**config.mk**
```make
export PLATFORM = sky130hd
export DESIGN_NAME = packet_builder
export DESIGN_NICKNAME = d
export VERILOG_FILES = /design/src/rtl/packet_pkg.sv /design/src/rtl/packet_seq_table.sv /design/src/rtl/packet_builder.sv
export SDC_FILE = /design/constraint.sdc
export NUM_CORES = 2
export LEC_CHECK = 0
export CORE_UTILIZATION = 45
export CTS_BUF_LIST = sky130_fd_sc_hd__clkbuf_4 sky130_fd_sc_hd__clkbuf_8 sky130_fd_sc_hd__clkbuf_16
export DETAILED_ROUTE_END_ITERATION = 16
export SYNTH_ARGS = -nofsm -noshare
export SYNTH_HDL_FRONTEND = slang
export SYNTH_SLANG_ARGS = --single-unit
```
**constraint.sdc**
```tcl
create_clock -name i_clk -period 54.7 [get_ports i_clk]
set_input_delay 16.41 -clock i_clk [delete_from_list [all_inputs] [get_ports i_clk]]
set_output_delay 16.41 -clock i_clk [all_outputs]
set_load 0.02 [all_outputs]
```
**src/rtl/packet_pkg.sv**
```systemverilog
// Shared types, header constants and byte-swap helpers for the packet builder.
package packet_pkg;

   typedef enum logic [1:0] {
      IDLE    = 2'd0,
      HDR0    = 2'd1,
      HDR1    = 2'd2,
      PAYLOAD = 2'd3
   } state_t;

   localparam int unsigned HDR_BYTES = 8;
   localparam int unsigned LEN_W     = 16;
   localparam int unsigned SID_W     = 16;
   localparam int unsigned SEQ_W     = 32;

   function automatic logic [15:0] bswap16(input logic [15:0] v);
      return {v[7:0], v[15:8]};
   endfunction

   function automatic logic [31:0] bswap32(input logic [31:0] v);
      return {v[7:0], v[15:8], v[23:16], v[31:24]};
   endfunction

endpackage

```
**src/rtl/packet_seq_table.sv**
```systemverilog
// Per-stream sequence counters: one combinational read port, one write port
// (the builder writes seq+1 to advance a stream). Every entry resets to 1.
module packet_seq_table
   import packet_pkg::*;
#(
   parameter int unsigned NUM_STREAMS = 16,
   parameter int unsigned IDX_W       = (NUM_STREAMS > 1) ? $clog2(NUM_STREAMS) : 1
) (
   input  logic             clk,
   input  logic             rst,
   input  logic [IDX_W-1:0] rd_idx,
   output logic [SEQ_W-1:0] rd_seq,
   input  logic             wr_en,
   input  logic [IDX_W-1:0] wr_idx,
   input  logic [SEQ_W-1:0] wr_seq
);

   logic [SEQ_W-1:0] seq_q [NUM_STREAMS];

   // Counter storage; asynchronous reset returns every stream to 1.
   always_ff @(posedge clk or posedge rst) begin
      if (rst) begin
         for (int i = 0; i < int'(NUM_STREAMS); i++) begin
            seq_q[i] <= SEQ_W'(1);
         end
      end else if (wr_en) begin
         seq_q[wr_idx] <= wr_seq;
      end
   end

   assign rd_seq = seq_q[rd_idx];

endmodule

```
**src/rtl/packet_builder.sv**
```systemverilog
// Serializes one parallel message into a header + payload packet on a 32-bit
// valid/ready/last stream, numbering packets per stream.
// Optional feature: define PACKET_BUILDER_SEQ_OVERRIDE_EN to add i_seqOverride /
// i_seqValue, which replace the table sequence number for a packet.
module packet_builder
   import packet_pkg::*;
#(
   parameter int unsigned NUM_STREAMS = 16,
   parameter int unsigned MAX_WORDS   = 8
) (
   input  logic                    i_clk,
   input  logic                    i_rst,
   input  logic [32*MAX_WORDS-1:0] i_data,
   input  logic [3:0]              i_payloadWords,
   input  logic [SID_W-1:0]        i_streamId,
   input  logic                    i_valid,
   output logic                    o_ready,
   output logic [31:0]             o_data,
   output logic                    o_valid,
   output logic                    o_last,
   input  logic                    i_ready,
`ifdef PACKET_BUILDER_SEQ_OVERRIDE_EN
   input  logic                    i_seqOverride,
   input  logic [SEQ_W-1:0]        i_seqValue,
`endif
   output logic                    o_error
);

   localparam int unsigned IDX_W = (NUM_STREAMS > 1) ? $clog2(NUM_STREAMS) : 1;

   state_t                  state_q, state_d;
   logic [32*MAX_WORDS-1:0] pay_q, pay_d;
   logic [3:0]              words_q, words_d;
   logic [3:0]              rem_q, rem_d;
   logic [IDX_W-1:0]        sid_q, sid_d;
   logic [SEQ_W-1:0]        seq_q, seq_d;
   logic [31:0]             data_q, data_d;
   logic                    valid_q, valid_d;
   logic                    last_q, last_d;
   logic                    error_q, error_d;

   logic [SEQ_W-1:0]        tbl_seq;
   logic [SEQ_W-1:0]        seq_sel;
   logic                    tbl_wr;
   logic [LEN_W-1:0]        msg_len;
   logic                    msg_bad;
   logic                    beat;

   packet_seq_table #(
      .NUM_STREAMS (NUM_STREAMS),
      .IDX_W       (IDX_W)
   ) u_seq_table (
      .clk    (i_clk),
      .rst    (i_rst),
      .rd_idx (i_streamId[IDX_W-1:0]),
      .rd_seq (tbl_seq),
      .wr_en  (tbl_wr),
      .wr_idx (sid_q),
      .wr_seq (seq_q + SEQ_W'(1))
   );

`ifdef PACKET_BUILDER_SEQ_OVERRIDE_EN
   assign seq_sel = i_seqOverride ? i_seqValue : tbl_seq;
`else
   assign seq_sel = tbl_seq;
`endif

   assign msg_len = LEN_W'(HDR_BYTES) + {10'b0, i_payloadWords, 2'b00};
   assign msg_bad = (i_payloadWords == 4'd0) ||
                    ({28'b0, i_payloadWords} > MAX_WORDS) ||
                    ({16'b0, i_streamId} >= NUM_STREAMS);
   assign beat    = valid_q && i_ready;

   // o_ready is the only unregistered output; held low through reset.
   assign o_ready = (state_q == IDLE) && !i_rst;
   assign o_data  = data_q;
   assign o_valid = valid_q;
   assign o_last  = last_q;
   assign o_error = error_q;

   // State and output registers.
   always_ff @(posedge i_clk or posedge i_rst) begin
      if (i_rst) begin
         state_q <= IDLE;
         pay_q   <= '0;
         words_q <= '0;
         rem_q   <= '0;
         sid_q   <= '0;
         seq_q   <= '0;
         data_q  <= '0;
         valid_q <= 1'b0;
         last_q  <= 1'b0;
         error_q <= 1'b0;
      end else begin
         state_q <= state_d;
         pay_q   <= pay_d;
         words_q <= words_d;
         rem_q   <= rem_d;
         sid_q   <= sid_d;
         seq_q   <= seq_d;
         data_q  <= data_d;
         valid_q <= valid_d;
         last_q  <= last_d;
         error_q <= error_d;
      end
   end

   // Next-state: each word is loaded into data_q one beat ahead so outputs stay registered.
   always_comb begin
      state_d = state_q;
      pay_d   = pay_q;
      words_d = words_q;
      rem_d   = rem_q;
      sid_d   = sid_q;
      seq_d   = seq_q;
      data_d  = data_q;
      valid_d = valid_q;
      last_d  = last_q;
      error_d = 1'b0;
      tbl_wr  = 1'b0;
      unique case (state_q)
         IDLE: begin
            if (i_valid) begin
               if (msg_bad) begin
                  error_d = 1'b1;
               end else begin
                  pay_d   = i_data;
                  words_d = i_payloadWords;
                  sid_d   = i_streamId[IDX_W-1:0];
                  seq_d   = seq_sel;
                  data_d  = {bswap16(msg_len), bswap16(i_streamId)};
                  valid_d = 1'b1;
                  last_d  = 1'b0;
                  state_d = HDR0;
               end
            end
         end
         HDR0: begin
            if (beat) begin
               data_d  = bswap32(seq_q);
               state_d = HDR1;
            end
         end
         HDR1: begin
            if (beat) begin
               data_d  = pay_q[31:0];
               pay_d   = pay_q >> 32;
               rem_d   = words_q - 4'd1;
               last_d  = (words_q == 4'd1);
               state_d = PAYLOAD;
            end
         end
         PAYLOAD: begin
            if (beat) begin
               if (last_q) begin
                  valid_d = 1'b0;
                  last_d  = 1'b0;
                  data_d  = '0;
                  tbl_wr  = 1'b1;
                  state_d = IDLE;
               end else begin
                  data_d  = pay_q[31:0];
                  pay_d   = pay_q >> 32;
                  rem_d   = rem_q - 4'd1;
                  last_d  = (rem_q == 4'd1);
               end
            end
         end
         default: state_d = IDLE;
      endcase
   end

endmodule

```
==> metrics.yaml <==
postRouteAntennaNets: 0
drv_cap: 0
fmax_ghz: 0.02930
grt_pass1_wl_um: 176600
groute.usage.overall: 0.2698
insertion_delay_ps: 660
ys.flop_type: "dfrtp_1"
worstSetupPathType: "in2out"
hold_ws_ps: 471.5
die_width_um: 293.7
period_needed_ps: 34130
drtPass1Iterations: 5
drc: 0
post_cts_buffers: 0
cellPowerDensity_nw_per_um2: 29.65
post-route-period-util: 0.6239
antenna_found_initial: 19
rows: 106
avgRoutedWirePerCell_um: 23.71
yosys_register_bits: 849
synth_cell_types: 59
via_count: 27590
h-tree-depth: 3
end_kind: "output pin"
cp.required_ps: 38290
n_fill_cell: 7360
ir_worst_vdd_mv: 0.02537
grt-ovfl-total: 0
first_iter_violations: 2344
hold_viol: 0
power_leakage_uw: 0.02039
worstMarginPinSlew_ps: 1262
p_switching_uw: 286.5
gp_congestion: 0.7873
port-buffer-count: 315
ys_seq_area_frac: 0.5554
start_util: 0.4561
worstPathArrival_ps: 17720
grt_pass1_vias: 27790
synthesis.nets: 3774
crit_fanout: 2
area_delta_synth_final_pct: 18.76
power_frac_seq: 0.466
rsz0062_at_grt: "false"
synth.avg_cell_area_um2: 10.99
clockRootBuffer: "clkbuf_16"
cts_hold_buf: 0
reg2reg_depth: 7
skew_ps: 28.81
postSynthCellCount: 3483
cts_tree: "yes"
hold_depth: 2
status: "finished, final reports clean"
hp-class: "reg2reg"
avgViaCountPerCell: 5.685
max_slew_margin: 0.1524
crit_path_start_kind: "input port"
layout-drive-gt1-share: 0.1324
core_area_um2: 83950
io_pins: 316
tns_ps: 0
hpwlAfterDp_um: 69100
die_h_um: 293.7
cts-buffers-inserted: 94
cts-resized-gates: 0
finalSetupViolations: 0
synth_edf_count: 0
pwr-share-clk: 0.499
dieArea_um2: 86260
swShare: 0.2125
clock-sinks: 849
synthesis.area_um2: 38290
intPower_uw: 1062
nets: 3921
cts.path.max_buffers: 3
grt_max_degree: 209
slew_viol_final: 0
ys.warnings.count: 0
routed_wl_um: 115100
synth-async-reset-ratio: 1.000
combPwrFrac: 0.035
clk_pin_slew_ps: 60
-- Yosys cell counts (4+ instances only) --
master	number	area, um2
dfrtp_1	833	20840
nand2_1	491	1843
o21ai_0	412	2062
nor2_1	356	1336
a22oi_1	317	2380
clkbuf_1	243	912.1
mux2i_1	225	2252
mux4_2	128	2883
a21oi_1	109	545.5
mux2_2	78	878.3
buf_2	40	200.2
a22o_1	32	280.3
xnor2_1	20	175.2
nand3_1	19	95.09
buf_1	18	67.56
dfstp_2	16	420.4
inv_1	13	48.80
nor3_1	13	65.06
nor4_1	12	75.07
xor2_1	12	105.1
ha_1	11	137.6
nand4_1	11	68.82
o21ai_1	7	35.03
o21ai_2	7	61.31
and2_1	5	31.28
nand2b_1	5	31.28
nor2b_1	4	25.02
-- area by class of cell --
type	count	area, um2	share of cell area
multi-input combinational	2311	15820	0.3478
clock buffer	152	2984	0.06562
antenna	9	22.52	0.0004953
sequential	849	21270	0.4676
tap	1134	1419	0.03120
clock inverter	23	342.8	0.007539
timing repair buffer	361	3566	0.07842
inverter	13	56.30	0.001238
-- per-stage QoR --
| step | setup WS [ps] | total power [uW] | utilization | instance area [um2] | instances |
|---|---|---|---|---|---|
| 2_1_floorplan | 14460 | 659.1 | - | 38290 | 3483 |
| 3_3_place_gp | 20540 | 688.1 | 0.5018 | 42120 | 4668 |
| 3_5_place_dp | 20590 | 688.1 | 0.5018 | 42120 | 4668 |
| 4_1_cts | 20570 | 1361 | 0.5414 | 45450 | 4843 |
| 5_1_grt | 20530 | 1387 | 0.5416 | 45470 | 4850 |
| 6_report | 20570 | 1348 | 0.5417 | 45470 | 4852 |
-- state kept, by name, indices dropped and copies added (netlist names), 2 cells and up --
name / cells
sid_q: 4
pay_q: 256
o_data: 32
rem_q: 4
state_q: 2
seq_q: 32
words_q: 4
u_seq_table.seq_q: 512
-- path summary, 6_finish.rpt --
kind | startpoint | to | slack, ps
min in group asynchronous | i_rst | pay_q[213]$_DFFE_PP0P_ | 16360
worst max register to register | state_q[0]$_DFFE_PP0P_ | pay_q[171]$_DFFE_PP0P_ | 50170
worst max-delay path | i_rst | o_ready | 20570
worst min-delay path | u_seq_table.seq_q[456]$_DFFE_PP0P_ | u_seq_table.seq_q[456]$_DFFE_PP0P_ | 470
max in group asynchronous | i_rst | u_seq_table.seq_q[116]$_DFFE_PP0P_ | 36800
worst min register to register | u_seq_table.seq_q[456]$_DFFE_PP0P_ | u_seq_table.seq_q[456]$_DFFE_PP0P_ | 470
-- logic make-up (layout without fill, tap and decap cells) --
family          after synthesis  in the layout  synth area share
compound gates              900            900            0.1437
mux                         431            431            0.1570
fa+ha+maj                    11             11          0.003594
xor+xnor                     33             33          0.007745
buf+inv                     323            549           0.03474
flops                       849            849            0.5554
simple gates                936            936           0.09780
other cells                   0              9                 0
-- worst max-delay path, stage by stage --
cell	delay [ps]
clkdlybuf4s50_1	510
nor2b_1	170
clkdlybuf4s50_1	620
-- per-layer routing --
metal,up-vias,GRT usage,share of wire
met2,739,0.4247,0.48
met3,184,0.06314,0.064
li1,12690,-,-
met5,-,0,0.0010
met1,13950,0.3748,0.44
met4,18,0.07266,0.024
-- power groups by stage --
stage               Sequential (uW)  Combinational (uW)  Clock, uW
floorplan                       640                18.6          0
global placement                640                48.5          0
global route                    628                51.7        707
detailed placement              640                48.6          0
finish                          628                47.4        673
CTS                             628                48.6        684
-- cell usage in the layout, fill, tap and decap left out, drive strengths merged, types with 2 or more instances in the layout --
master / count
nor4: 12
and3: 4
mux4: 128
o21ai: 426
clkinvlp: 2
mux2i: 225
clkdlybuf4s50: 313
mux2: 78
dfrtp: 833
nand2: 491
xor2: 13
xnor2: 20
a21oi: 112
or4: 3
dfstp: 16
ha: 11
nand2b: 5
nand4: 13
a22oi: 317
diode: 9
bufinv: 8
nor2: 356
and4: 3
nor2b: 4
a31oi: 3
nand3: 19
buf: 47
clkinv: 10
a221oi: 3
clkbuf: 153
a22o: 32
nor3: 13
inv: 16
and2: 6
No activity file was read; power rests on OpenSTA's default activity.
